$ cat config.mk
export PLATFORM = sky130hd
export DESIGN_NAME = timer_sched
export DESIGN_NICKNAME = d
export VERILOG_FILES = /design/src/rtl/timer_sched.sv
export SDC_FILE = /design/constraint.sdc
export NUM_CORES = 1
export LEC_CHECK = 0
export CORE_ASPECT_RATIO = 0.75
export CORE_MARGIN = 2
export CORE_UTILIZATION = 45
export DETAILED_ROUTE_END_ITERATION = 8
export PLACE_DENSITY = 0.74
export SLEW_MARGIN = 20
export SYNTH_ARGS = -nofsm -noshare
export SYNTH_HDL_FRONTEND = slang
export SYNTH_SLANG_ARGS = --single-unit
$ cat constraint.sdc
create_clock -name clk -period 2.3 [get_ports clk]
set_input_delay 0.46 -clock clk [delete_from_list [all_inputs] [get_ports clk]]
set_output_delay 0.46 -clock clk [all_outputs]
set_load 0.02 [all_outputs]
$ cat src/rtl/timer_sched.sv
// timer_sched: round-robin scheduler that shares one timer block among NCH
// one-shot delay requesters. A granted channel gets the timer programmed
// (clear irq, counter, expiry, start), waits for the irq, clears it again
// and receives a one-cycle done pulse.
module timer_sched #(
  parameter int          NCH        = 4,
  parameter logic [29:0] TIMER_BASE = 30'h0
) (
  input  logic               clk,
  input  logic               reset_,
  input  logic [NCH-1:0]     req,
  input  logic [32*NCH-1:0]  req_cycles,
  output logic [NCH-1:0]     done,
  output logic               busy,
  output logic [2:0]         grant,
  output logic               t_cs_,
  output logic               t_as_,
  output logic               t_rw,
  output logic [29:0]        t_addr,
  output logic [31:0]        t_wr_data,
  input  logic               t_rdy_,
  input  logic               t_irq
);

  // Timer register offsets
  localparam logic [1:0] OFF_CTRL = 2'd0;
  localparam logic [1:0] OFF_INTR = 2'd1;
  localparam logic [1:0] OFF_EXPR = 2'd2;
  localparam logic [1:0] OFF_CNT  = 2'd3;

  typedef enum logic [2:0] {
    S_IDLE, S_CLR0, S_CNT, S_EXP, S_GO, S_WAIT, S_CLR1, S_FIN
  } state_t;

  state_t           r_state;
  state_t           w_state_next;
  state_t           w_after;
  logic             r_gap;
  logic             w_gap_next;
  logic [NCH-1:0]   r_pend;
  logic [31:0]      w_cyc [NCH];
  logic [31:0]      w_sel_cyc;
  logic [31:0]      r_delay;
  logic [2:0]       r_ptr;
  logic [2:0]       r_grant;
  logic             w_found;
  logic [2:0]       w_sel;
  logic             w_grant_fire;
  logic [NCH-1:0]   w_clr;
  logic             w_wr_state;
  logic [1:0]       w_off;
  logic [31:0]      w_data;

  // Per-channel delay registers and pending-clear decode
  for (genvar gi = 0; gi < NCH; gi++) begin : g_ch
    logic [31:0] r_cyc;

    // A request pulse (re)loads the channel's delay, even while pending
    always_ff @(posedge clk or negedge reset_) begin
      if (!reset_) begin
        r_cyc <= '0;
      end else if (req[gi]) begin
        r_cyc <= req_cycles[32*gi +: 32];
      end
    end

    assign w_cyc[gi] = r_cyc;
    assign w_clr[gi] = w_grant_fire && (w_sel == 3'(gi));
  end

  // Round-robin pick: lowest pending channel above the last grant, else wrap
  always_comb begin
    w_found   = 1'b0;
    w_sel     = '0;
    w_sel_cyc = '0;
    for (int j = 0; j < NCH; j++) begin
      if (!w_found && r_pend[j] && (3'(j) > r_ptr)) begin
        w_found = 1'b1;
        w_sel   = 3'(j);
      end
    end
    for (int j = 0; j < NCH; j++) begin
      if (!w_found && r_pend[j]) begin
        w_found = 1'b1;
        w_sel   = 3'(j);
      end
    end
    for (int j = 0; j < NCH; j++) begin
      if (3'(j) == w_sel) begin
        w_sel_cyc = w_cyc[j];
      end
    end
  end

  assign w_grant_fire = (r_state == S_IDLE) && w_found;

  // Pending flags: a new request wins over the grant-clear in the same cycle
  always_ff @(posedge clk or negedge reset_) begin
    if (!reset_) begin
      r_pend <= '0;
    end else begin
      r_pend <= (r_pend & ~w_clr) | req;
    end
  end

  // Grant bookkeeping; delay is frozen at grant so later requests cannot disturb it
  always_ff @(posedge clk or negedge reset_) begin
    if (!reset_) begin
      r_grant <= '0;
      r_ptr   <= 3'(NCH - 1);
      r_delay <= '0;
    end else if (w_grant_fire) begin
      r_grant <= w_sel;
      r_ptr   <= w_sel;
      r_delay <= w_sel_cyc;
    end
  end

  // FSM state and the strobe/gap phase flag of the current bus write
  always_ff @(posedge clk or negedge reset_) begin
    if (!reset_) begin
      r_state <= S_IDLE;
      r_gap   <= 1'b0;
    end else begin
      r_state <= w_state_next;
      r_gap   <= w_gap_next;
    end
  end

  // Next-state logic and bus/status outputs decoded from the state
  always_comb begin
    w_state_next = r_state;
    w_gap_next   = r_gap;
    w_after      = S_IDLE;
    w_wr_state   = 1'b0;
    w_off        = OFF_CTRL;
    w_data       = '0;
    done         = '0;

    case (r_state)
      S_CLR0: begin w_after = S_CNT;  w_wr_state = 1'b1; w_off = OFF_INTR; end
      S_CNT:  begin w_after = S_EXP;  w_wr_state = 1'b1; w_off = OFF_CNT;  end
      S_EXP:  begin w_after = S_GO;   w_wr_state = 1'b1; w_off = OFF_EXPR; w_data = r_delay; end
      S_GO:   begin w_after = S_WAIT; w_wr_state = 1'b1; w_off = OFF_CTRL; w_data = 32'h1; end
      S_CLR1: begin w_after = S_FIN;  w_wr_state = 1'b1; w_off = OFF_INTR; end
      default: ;
    endcase

    case (r_state)
      S_IDLE: begin
        w_gap_next = 1'b0;
        if (w_found) begin
          w_state_next = S_CLR0;
        end
      end
      S_CLR0, S_CNT, S_EXP, S_GO, S_CLR1: begin
        if (r_gap) begin
          w_gap_next   = 1'b0;
          w_state_next = w_after;
        end else if (!t_rdy_) begin
          w_gap_next = 1'b1;
        end
      end
      S_WAIT: begin
        if (t_irq) begin
          w_state_next = S_CLR1;
        end
      end
      S_FIN: begin
        w_state_next = S_IDLE;
        for (int j = 0; j < NCH; j++) begin
          done[j] = (r_grant == 3'(j));
        end
      end
      default: w_state_next = S_IDLE;
    endcase

    t_cs_     = !(w_wr_state && !r_gap);
    t_as_     = !(w_wr_state && !r_gap);
    t_rw      = !w_wr_state;
    t_addr    = w_wr_state ? {TIMER_BASE[29:2], w_off} : '0;
    t_wr_data = w_wr_state ? w_data : '0;
    busy      = (r_state != S_IDLE);
    grant     = r_grant;
  end

endmodule
==> results.md <==
* Total power at 12.6 mW
* DR WL/cell at 20.9 um
* Setup Skew at 0.0131 ns
* Yosys warning count at 0
* Skew-Pair Late Insertion Delay at 0.43 ns
* Most frequent cells in the layout: 168 x dfrtp_1, 132 x clkdlybuf4s50_1, 128 x mux2_2
* Synthesized area at 0.00840 mm2
* Post-Synth XOR/XNOR Area at 0.104%
* Vias in the first global route at 6434
* Pwr Density at 1140 mW/mm2
* Slew @ Worst Pin at 0.649 ns
* Register-to-register setup slack at 0.23 ns
* Iteration-0 DRC Markers at 494
* Vias post-DR at 6333
* PortBufs at 179
* Die height at 122 um
* RR Startpoint: r_state[2]
* Maximum root-to-sink buffer count at 2
* Clock sink total at 172
* GPL Wtd Cong at 0.806
* Peak VDD IR at 630 uV
* Register-to-Register Path Depth at 8
* Avg Synthesized Cell Area at 12.0 um2
* Clock-pin slew on the worst setup and hold paths at 0.07 ns
* Cell Rows at 43
* Main combinational cell family by area after synthesis: multiplexers
* Final HPWL DP at 15.7 mm
* CTS tree: yes
* Number of enable flip-flop cells after synthesis at 0
* Mapped Cells at 697
* Max transition margin at 56.8%
* Synth cell types at 46
* Seq/Total Area, Yosys at 51.3%
* Status: finished, final reports clean
* CTS Root Cell: clkbuf_16
* Maxcap violations at 0
* Gr usage total at 24.5%
* Via density at 5.61
* First-pass GRT wire length at 36.5 mm
* CTS H-tree depth at 4
* Final Slew Violations at 0
* Die area at 0.0198 mm2
* First-pass DRT Iterations at 5
* Largest net degree at the start of global routing at 60
* RSZ-0062 raised after global routing: no
* Core Area at 0.0184 mm2
* Cell area after layout at 0.0111 mm2
* Mux cell area share after synthesis at 17.3%
* Die X at 162 um
* Routed Antenna Nets at 0
* Hold Violations, Final at 0
* Compound-gate portion of the synthesized area at 13.2%
* Number of remaining DRC errors at 0
* I/O pins at 209
* Startpoint types: flip-flop
* Critical path type: flip-flop to output pin
* LEAKAGE at 4.52 nW
* RR Endpoint: r_delay[21]
* GR Overflow Total at 0
* Dpl cell area at 0.0105 mm2
* Post-route setup TNS at 0 ns
* Worst setup EP type: output pin
* Post-synth top flop: dfrtp_1
* Area grow syn2layout at 32.0%
* Required time worst endpoint at 1.84 ns
* N_diodes at 0
* Commonest non-fill, non-tap cell in the layout: dfrtp_1
* Final setup fails at 0
* Post-synth ARST share at 100%
* Worst path arrival time at 1.76 ns
* CTS buffer count at 17
* Share of cells above drive strength 1 at 29.7%
* CP max FO at 10
* Final nets at 1006
* WL final at 23.5 mm
* Fmax at 451 MHz
* Post-layout min period at 2.22 ns
* Post-Synth Adder-Cell Area at 0%
* Period utilisation layout at 96.5%
* Flops & latches, synth at 172
* Initial antenna violation count at 1
* Starting Density at 45.6%
* Worst Hold Class: input port to async pin
* Synth Area in Simple Gates at 11.6%
-- area by class of cell --
class,count,area (um2)
Clock buffer,18,439
Multi-Input combinational cell,453,3690
Timing Repair Buffer,221,2140
Inverter,5,18.8
Clock inverter,13,179
Tap cell,247,309
Fill cell,1495,7310
Sequential cell,172,4310
-- critical path, stage by stage (launching register included) --
cell and delay [ns]:
dfrtp_1 0.41, nor2b_4 0.15, buf_12 0.14, buf_4 0.15, and3_1 0.17, clkdlybuf4s15_1 0.30
-- layer usage --
metal	global-route usage, %	vias to the layer above	wire, um
li1	-	2876	-
met2	37.0	247	10400
met3	6.25	29	1620
met1	35.5	3179	11200
met5	0	-	13
met4	6.03	2	284
-- per-stage QoR --
step / setup slack (ns) / std cells / hold slack, ns / util, %
final: 0.0816 / 1129 / 0.492 / 60.2
after global routing: 0.000695 / 1129 / 0.501 / 60.2
after CTS: 0.0364 / 1129 / 0.492 / 60.3
after detailed placement: -0.0567 / 1095 / 0.390 / 57.0
after global placement: -0.00535 / 1095 / 0.391 / 57.0
after floorplan: 0.330 / 725 / 0.164 / -
-- cells in the mapped netlist (2+ instances only) --
cell	instances	area, um2
a21o_1	4	30.0
a21oi_1	2	10.0
a22o_1	2	17.5
a41oi_1	2	17.5
a41oi_2	30	488
and2_1	3	18.8
and3_1	31	194
and3b_1	2	17.5
buf_2	20	100
buf_4	32	240
buf_6	3	33.8
clkbuf_1	40	150
dfrtp_1	170	4250
dfstp_2	2	52.6
inv_1	4	15.0
mux2_2	128	1440
nand2_1	8	30.0
nand2b_1	6	37.5
nand3_1	68	340
nor2_1	4	15.0
nor2b_1	3	18.8
nor3_1	4	20.0
o21a_1	2	15.0
o21ai_0	23	115
o21ai_1	16	80.1
o221ai_1	2	17.5
o221ai_2	2	30.0
o22ai_1	33	206
or2_2	2	12.5
or3_1	33	206
-- registers in the layout, summed over array words and instances, names as in the netlist --
signal,flops
r_gap,1
grant,2
g_ch.r_cyc,128
r_delay,32
r_pend,4
r_state,3
r_ptr,2
-- kinds of logic after synthesis --
group,after synthesis
DFF,172
and+or+nand+nor,169
muxes,129
AOI/OAI and AO/OA,125
buffers and inverters,100
xor gates and xnor gates,1
other,1
-- worst max-delay path by stage --
| stage | from | to | slack (ns) | cells after the start |
|---|---|---|---|---|
| floorplan | r_state[1] | t_wr_data[22] | 0.33 | 4 |
| finish | r_state[2] | t_wr_data[8] | 0.08 | 5 |
| global placement | r_state[2] | t_wr_data[24] | -0.005 | 4 |
| CTS | r_state[2] | t_wr_data[25] | 0.04 | 5 |
| global route | r_state[2] | t_wr_data[8] | 0.0007 | 5 |
| detailed placement | r_state[2] | t_wr_data[25] | -0.06 | 4 |
-- where the power goes --
group / internal [mW] / leakage, nW / switching (mW) / total [mW]
Sequential: 3.66 / 1.99 / 0.514 / 4.17
Clock: 1.76 / 0.294 / 1.27 / 3.03
Combinational: 2.37 / 2.24 / 3.02 / 5.39
-- timing repair --
| action | 4_1_cts | 5_1_grt |
|---|---|---|
| endpoints found under the setup margin | 42 | 26 |
| gates resized for setup | 43 | 35 |
| hold endpoints to repair | 31 | 0 |
| hold buffers | 1 | 0 |
| buffers inserted | 2 | 0 |
Note: power is estimated with default switching activity, not from simulation.
